### src/rtl/mem_seq_pkg.sv
// rtl/mem_seq_pkg.sv - shared state type, default geometry and beat-slice helper for the line-burst sequencer
package mem_seq_pkg;

  localparam int MEM_DWIDTH_DEF = 32;
  localparam int BEATS_DEF      = 8;
  localparam int LAWIDTH_DEF    = 23;
  localparam int BEAT_W         = $clog2(BEATS_DEF);

  typedef enum logic [2:0] {
    S_IDLE,
    S_WR,
    S_RD,
    S_DRAIN,
    S_RESP
  } state_e;

  // Bit offset of beat `beat` in a line-wide vector built from `width`-bit slices.
  function automatic int beat_lsb(input int beat, input int width);
    return beat * width;
  endfunction

endpackage

### src/rtl/mem_burst_seq_line_buffer.sv
// rtl/mem_burst_seq_line_buffer.sv - beat-indexed word store with full-line read-out
module mem_line_buffer #(
  parameter int DW    = 32,
  parameter int BEATS = 8,
  parameter int BW    = $clog2(BEATS)
) (
  input  logic                clk,
  input  logic                reset,
  input  logic                wr_en_i,
  input  logic [BW-1:0]       wr_idx_i,
  input  logic [DW-1:0]       wr_data_i,
  output logic [DW*BEATS-1:0] line_o
);

  logic [DW-1:0] words_q [BEATS];

  always_ff @(posedge clk) begin
    if (reset) begin
      for (int b = 0; b < BEATS; b++) begin
        words_q[b] <= '0;
      end
    end else if (wr_en_i) begin
      words_q[wr_idx_i] <= wr_data_i;
    end
  end

  for (genvar g = 0; g < BEATS; g++) begin : g_line
    assign line_o[g*DW +: DW] = words_q[g];
  end

endmodule

### src/rtl/mem_burst_seq.sv
// rtl/mem_burst_seq.sv - splits line read/write requests into word beats for a 1-cycle-latency memory
module mem_burst_seq
  import mem_seq_pkg::*;
#(
  parameter int MEM_DWIDTH = MEM_DWIDTH_DEF,
  parameter int BEATS      = BEATS_DEF,
  parameter int LAWIDTH    = LAWIDTH_DEF,
  parameter int AWIDTH     = LAWIDTH + $clog2(BEATS),
  parameter int LWIDTH     = MEM_DWIDTH * BEATS
) (
  input  logic                    clk,
  input  logic                    reset,
  input  logic                    req_valid,
  output logic                    req_ready,
  input  logic                    req_we,
  input  logic [LAWIDTH-1:0]      req_addr,
  input  logic [LWIDTH-1:0]       req_wdata,
  input  logic [LWIDTH/8-1:0]     req_byteen,
  output logic                    rsp_valid,
  input  logic                    rsp_ready,
  output logic                    rsp_we,
  output logic [LWIDTH-1:0]       rsp_rdata,
  output logic [AWIDTH-1:0]       mem_address,
  output logic                    mem_wren,
  output logic [MEM_DWIDTH-1:0]   mem_data,
  output logic [MEM_DWIDTH/8-1:0] mem_byteen,
  input  logic [MEM_DWIDTH-1:0]   mem_out
);

  localparam int BW = $clog2(BEATS);
  localparam int MB = MEM_DWIDTH / 8;
  localparam logic [BW-1:0] LAST_BEAT = BW'(BEATS - 1);

  state_e                  state_q;
  logic                    req_ready_q, rsp_valid_q, rsp_we_q;
  logic [LAWIDTH-1:0]      addr_q;
  logic [LWIDTH-1:0]       wdata_q;
  logic [LWIDTH/8-1:0]     byteen_q;
  logic [BW-1:0]           beat_q;
  logic [AWIDTH-1:0]       mem_address_q;
  logic                    mem_wren_q;
  logic [MEM_DWIDTH-1:0]   mem_data_q;
  logic [MB-1:0]           mem_byteen_q;
  // Read capture pipeline: issued beat -> data on mem_out -> buffer write.
  logic                    rd_vld_q, cap_vld_q;
  logic [BW-1:0]           rd_idx_q, cap_idx_q;

  always_ff @(posedge clk) begin
    if (reset) begin
      state_q       <= S_IDLE;
      req_ready_q   <= 1'b1;
      rsp_valid_q   <= 1'b0;
      rsp_we_q      <= 1'b0;
      addr_q        <= '0;
      wdata_q       <= '0;
      byteen_q      <= '0;
      beat_q        <= '0;
      mem_address_q <= '0;
      mem_wren_q    <= 1'b0;
      mem_data_q    <= '0;
      mem_byteen_q  <= '0;
      rd_vld_q      <= 1'b0;
      rd_idx_q      <= '0;
      cap_vld_q     <= 1'b0;
      cap_idx_q     <= '0;
    end else begin
      cap_vld_q    <= rd_vld_q;
      cap_idx_q    <= rd_idx_q;
      rd_vld_q     <= 1'b0;
      mem_wren_q   <= 1'b0;
      mem_byteen_q <= '0;
      case (state_q)
        S_IDLE: begin
          if (req_valid && req_ready_q) begin
            req_ready_q <= 1'b0;
            rsp_we_q    <= req_we;
            addr_q      <= req_addr;
            wdata_q     <= req_wdata;
            byteen_q    <= req_byteen;
            beat_q      <= '0;
            state_q     <= req_we ? S_WR : S_RD;
          end
        end
        S_WR: begin
          mem_address_q <= {addr_q, beat_q};
          mem_wren_q    <= 1'b1;
          mem_data_q    <= wdata_q[beat_lsb(int'(beat_q), MEM_DWIDTH) +: MEM_DWIDTH];
          mem_byteen_q  <= byteen_q[beat_lsb(int'(beat_q), MB) +: MB];
          beat_q        <= beat_q + 1'b1;
          if (beat_q == LAST_BEAT) state_q <= S_RESP;
        end
        S_RD: begin
          mem_address_q <= {addr_q, beat_q};
          rd_vld_q      <= 1'b1;
          rd_idx_q      <= beat_q;
          beat_q        <= beat_q + 1'b1;
          if (beat_q == LAST_BEAT) state_q <= S_DRAIN;
        end
        S_DRAIN: state_q <= S_RESP;
        S_RESP: begin
          if (rsp_valid_q && rsp_ready) begin
            rsp_valid_q <= 1'b0;
            req_ready_q <= 1'b1;
            state_q     <= S_IDLE;
          end else begin
            rsp_valid_q <= 1'b1;
          end
        end
        default: state_q <= S_IDLE;
      endcase
    end
  end

  mem_line_buffer #(
    .DW    (MEM_DWIDTH),
    .BEATS (BEATS),
    .BW    (BW)
  ) u_line_buffer (
    .clk       (clk),
    .reset     (reset),
    .wr_en_i   (cap_vld_q),
    .wr_idx_i  (cap_idx_q),
    .wr_data_i (mem_out),
    .line_o    (rsp_rdata)
  );

  assign req_ready   = req_ready_q;
  assign rsp_valid   = rsp_valid_q;
  assign rsp_we      = rsp_we_q;
  assign mem_address = mem_address_q;
  assign mem_wren    = mem_wren_q;
  assign mem_data    = mem_data_q;
  assign mem_byteen  = mem_byteen_q;

endmodule

### config.mk
export PLATFORM = sky130hd
export DESIGN_NAME = mem_burst_seq
export DESIGN_NICKNAME = d
export VERILOG_FILES = /design/src/rtl/mem_seq_pkg.sv /design/src/rtl/mem_burst_seq_line_buffer.sv /design/src/rtl/mem_burst_seq.sv
export SDC_FILE = /design/constraint.sdc
export NUM_CORES = 1
export LEC_CHECK = 0
export CAP_MARGIN = 20
export CORE_MARGIN = 2
export CORE_UTILIZATION = 35
export CTS_CLUSTER_SIZE = 20
export DETAILED_ROUTE_END_ITERATION = 8
export GPL_TIMING_DRIVEN = 0
export SLEW_MARGIN = 20
export SYNTH_ARGS = -nofsm -noshare
export SYNTH_HDL_FRONTEND = slang
export SYNTH_HIERARCHICAL = 1
export SYNTH_SLANG_ARGS = --single-unit
### constraint.sdc
create_clock -name clk -period 5.4 [get_ports clk]
set_input_delay 0.81 -clock clk [delete_from_list [all_inputs] [get_ports clk]]
set_output_delay 0.81 -clock clk [all_outputs]
set_load 0.03 [all_outputs]
After elaboration in Yosys (flattened, before gate mapping)
Memory sizes are Yosys's and may differ from the RTL's.
Index checks and enable logic that the tools add are counted.
{ "totals": {"ff_bits": 391, "mem_bits_rw": 256, "wordCells": 64, "n_memories": 1} }
{ "memory_table": {"columns": ["memory", "words", "word_bits", "read_ports", "rd_clocked_by_memory_dff", "wr", "line", "text"], "rows": [
  ["u_line_buffer.words_q", 8, 32, 8, 0, 8, "mem_burst_seq_line_buffer.sv:15", "logic [DW-1:0] words_q [BEATS];"]
]} }
{ "op_classes": {"n_addsub": 1, "n_eq_ne": 9, "shift": 2, "muxes": 22, "n_bitwise": 1, "reduce_logical": 12} }
{ "ops": {"columns": ["op", "n"], "rows": [
  ["256-bit by 9-bit indexed part select with 32-bit output", 1],
  ["32-bit 2-to-1 mux", 1],
  ["32-bit OR reduction", 1],
  ["32-bit by 6-bit indexed part select with 4-bit output", 1],
  ["3-bit 2-to-1 mux", 6],
  ["3-bit one-hot mux with 5 select lines", 1],
  ["1-bit 2-to-1 mux", 11],
  ["2-bit inequality test, second input constant", 4],
  ["3-bit by 2-bit == test with 1-bit output, second input constant", 2],
  ["3-bit == test, second input constant", 2],
  ["3-bit one-hot mux with 2 select lines", 1],
  ["2-bit AND reduction", 2],
  ["4-bit AND reduction", 1],
  ["2-bit nonzero test", 2],
  ["2-bit OR reduction", 2],
  ["3-bit by 1-bit adder with 3-bit output, second input constant", 1],
  ["3-bit by 1-bit == test with 1-bit output, second input constant", 1],
  ["3-bit logical NOT", 1],
  ["3-bit AND reduction", 1],
  ["1-bit logical AND", 2],
  ["2-bit 2-to-1 mux", 1],
  ["1-bit one-hot mux with 2 select lines", 1],
  ["1-bit inverter", 1]
]} }

Depth between registers and ports, before layout
{ "depth": {"depth_word": 5, "ltp_mapped": 7, "depth_no_buf": 6} }

Cells and area by module
Netlist, hierarchy kept.
{ "modules_own_cells": {"columns": ["mod", "instances", "cells_each", "area_each_um2"], "rows": [
  ["mem_burst_seq", 1, 1927, 15728.8],
  ["mem_line_buffer", 1, 616, 9619.2]
]} }

Least setup slack after synthesis
Ideal clock, no wire load.
{ "synth_timing": {"path_type": "reg2reg", "from": "register cap_idx_q[2]", "to": "memory u_line_buffer.words_q[1][0] (enable)", "arrival_time_ns": 2.293, "slack_ns": 2.679, "path_stages_with_launch": 4, "path_buffers": 1, "cell_sequence": "dfxtp_1 > or2_2 > clkbuf_1 > o21bai_1"} }
{ "synth_rtl": {"columns": ["element", "line", "text"], "rows": [
  ["from (decl)", "mem_burst_seq.sv:46", "logic [BW-1:0] rd_idx_q, cap_idx_q;"],
  ["from (signal assigned)", "mem_burst_seq.sv:68", "cap_idx_q <= rd_idx_q;"],
  ["to (decl)", "mem_burst_seq_line_buffer.sv:15", null]
]} }

Worst setup path after layout
{ "layout_timing": {"from": "input reset", "to": "register mem_data_q[7], in the netlist mem_data[7]"} }
{ "layout_rtl": {"columns": ["element", "line", "text"], "rows": [
  ["from (decl)", "mem_burst_seq.sv:12", "input logic reset,"],
  ["to (signal assigned)", "mem_burst_seq.sv:87", "mem_data_q <= wdata_q[beat_lsb(int'(beat_q), MEM_DWIDTH) +: MEM_DWIDTH];"],
  ["to (decl)", "mem_burst_seq.sv:42", "logic [MEM_DWIDTH-1:0] mem_data_q;"]
]} }
No word-level cell between the ends.

==> reports/metrics.yaml <==
avgSynthCellArea_um2: 9.97
nFillCells: 6605
io_pins: 670
htree_levels: 3
cp-end-kind: "flop"
path_cells: "clkdlybuf4s50_1 -> clkbuf_1 -> clkbuf_1 -> clkbuf_1 -> nor3_1"
ir_drop_uv: 335
grt_pass1_vias: 21400
dr.pass1.iters: 6
hpwl_um: 78300
start_kind: "input pin"
syn_area_um2: 25300
clock_sinks: 647
seq_area_frac_synth: 0.612
root_buffer: "clkbuf_16"
fin_crit_ns: 2.83
clk_latency_ns: 0.61
fmax_mhz: 353
r2r-start: "cap_idx_q[1]"
synth_edf_count: 256
finalSetupViolCount: 0
antenna_found_initial: 14
crit_path_top_delay_cell: "clkbuf_1"
synthCells: 2543
yosys_warnings: 6
netlist_top_cells_area: "dfxtp_1, edfxtp_1, nand2_1"
synth.largest_area_cell: "dfxtp_1"
cp.required_ns: 5.84
postCtsHoldBufs: 0
initial_core_util: 0.354
wirelength_um: 100000
drc: 0
die_area_um2: 74600
cts_setup_buffers: 0
die_x_um: 273
first_iter_violations: 1833
critPathLaunch: "reset"
cpMostUsedCell: "clkbuf_1"
synth_cell_types: 39
cts.clk_slew.worst_paths_ns: 0.07
arrival_ns: 3.27
grt_pass1_wl_um: 142000
hp-start: "addr_q[22]"
design_area_um2: 35600
routedWlPerCell_um: 23.3
status: "completed"
path_class: "input pin to flop"
synthArstFlopShare: 0
synthAdderAreaFrac: 0.000987
clockBufferDepth: 3
rows: 98
cts_tree: "done"
synth_compound_area_frac: 0.0978
grt_start_max_net_pins: 33
die_y_um: 273
synthMuxAreaShare: 0.0609
cts_made_buffers: 70
gp_congestion: 0.970
drive_above_1_share: 0.0755
synthFlopType: "dfxtp_1"
placedCellCount: 4166
rsz0062_at_grt: "no"
path_max_fanout: 10
synthSimpleGateAreaFrac: 0.184
worstMarginPinSlew_ns: 0.967
vias: 21900
area_growth_syn_to_layout_pct: 40.4
postPlaceCellArea_um2: 33400
port_buffers: 669
drv_slew: 0
cap_viol_max_count: 0
finalNetCount: 3639
cp_top_family: "buffers and inverters"
hold_viol: 0
power_density_nw_per_um2: 433
finalNonFillerCells: 4299
via_per_inst: 5.10
synth_top_area_share: 0.309
period_share: 0.524
drtAntennaViolNets: 0
path_buf_inv: 4
skew_ns: 0.0206
gr-total-overflow: 0
coreArea_um2: 71600
ctsResizeCount: 0
synth_top_family_by_area: "simple AND/OR/NAND/NOR gates"
synth_commonest_cells: "nand2_1, dfxtp_1, a21oi_1"
synth_most_common_cell: "nand2_1"
hp-class: "flop to flop"
cpPeakStageDelay_ns: 0.70
grt.total_usage: 0.260
syn_nets: 2893
max_slew_margin: 0.355
power_leakage_nw: 13.2
tns_ns: 0
synth-xor-area-share: 0.000346
ys_seq_elements: 647
## cell usage in the layout, fill, tap and decap left out, types with 3 or more instances in the layout
cell type and n:
a21o_2 4, a21oi_1 374, a22oi_1 66, and3_1 129, buf_2 76, buf_4 12
buf_6 20, clkbuf_1 103, clkbuf_16 72, clkbuf_2 11, clkbuf_8 7, clkdlybuf4s50_1 669
clkinv_1 5, clkinv_2 10, clkinvlp_4 4, dfxtp_1 391, diode_2 12, edfxtp_1 256
inv_6 6, mux2i_1 135, mux4_2 8, nand2_1 682, nand4b_1 32, nor2_1 173
nor2b_1 7, nor3_1 39, o21bai_4 4, or2_2 3
## registers in the layout (all words and copies together), names as in the netlist
signal / cells
u_line_buffer/words_q: 256
wdata_q: 256
byteen_q: 32
mem_data: 32
mem_address: 26
addr_q: 23
mem_byteen: 4
beat_q: 3
cap_idx_q: 3
rd_idx_q: 3
state_q: 3
cap_vld_q: 1
mem_wren: 1
rd_vld_q: 1
req_ready: 1
rsp_valid: 1
rsp_we: 1
## path summary, 6_finish.rpt
path	endpoint	slack (ns)	depth (start not counted)
setup reg to reg	u_line_buffer/words_q[2][14]	2.98	3
hold reg to reg	mem_address[25]	0.45	2
hold / removal	mem_address[25]	0.45	2
setup / recovery	mem_data[7]	2.57	5
## worst min-delay path, stage by stage (launching register included)
cell and delay, ns:
dfxtp_1 0.31, nand2_1 0.05, a21oi_1 0.05
## layout make-up
class,instances,area [µm²],area share
flip-flops and latches,647,15500,0.436
multi-input cells,1680,8770,0.246
repair buffers,674,6780,0.191
clock buffers,88,1930,0.0543
well taps,950,1190,0.0334
plain buffers,214,1110,0.0311
clock inverters,32,258,0.00724
diodes,12,30.0,0.000844
inverters,2,7.51,0.000211
## where the power goes
part | internal (mW) | total (mW) | switching, mW
sequential | 5.85 | 6.29 | 0.442
combinational | 1.66 | 4.48 | 2.82
clock | 2.64 | 4.63 | 1.99
total | 10.2 | 15.4 | 5.25
## stage by stage
stage | total power [mW] | util | hold slack (ns) | setup WS [ns]
6_report | 15.4 | 0.497 | 0.451 | 2.57
5_1_grt | 16.1 | 0.497 | 0.467 | 2.49
3_3_place_gp | 10.8 | 0.464 | 0.437 | 1.38
3_5_place_dp | 10.9 | 0.466 | 0.443 | 1.91
4_1_cts | 15.5 | 0.497 | 0.453 | 2.54
2_1_floorplan | 8.99 | - | 0.414 | 2.68
## kinds of logic (layout without fill, tap and decap cells)
| group | count (synthesis) | count (layout) |
|---|---|---|
| adders and majority gates | 2 | 2 |
| other | 0 | 12 |
| AOI/OAI and AO/OA | 455 | 455 |
| and+or+nand+nor | 1078 | 1078 |
| buffers and inverters | 216 | 1010 |
| muxes | 144 | 144 |
| xor gates and xnor gates | 1 | 1 |
| DFF | 647 | 647 |
## metal layers
| layer | vias to the layer above | track usage | routed length (µm) | part of all wire |
|---|---|---|---|---|
| met5 | - | 0 | 46 | 0.00046 |
| li1 | 10300 | - | - | - |
| met2 | 954 | 0.465 | 51000 | 0.51 |
| met1 | 10500 | 0.310 | 38900 | 0.39 |
| met4 | 8 | 0.0976 | 3280 | 0.033 |
| met3 | 163 | 0.0460 | 7130 | 0.071 |
(Power assumes the default switching activity.)
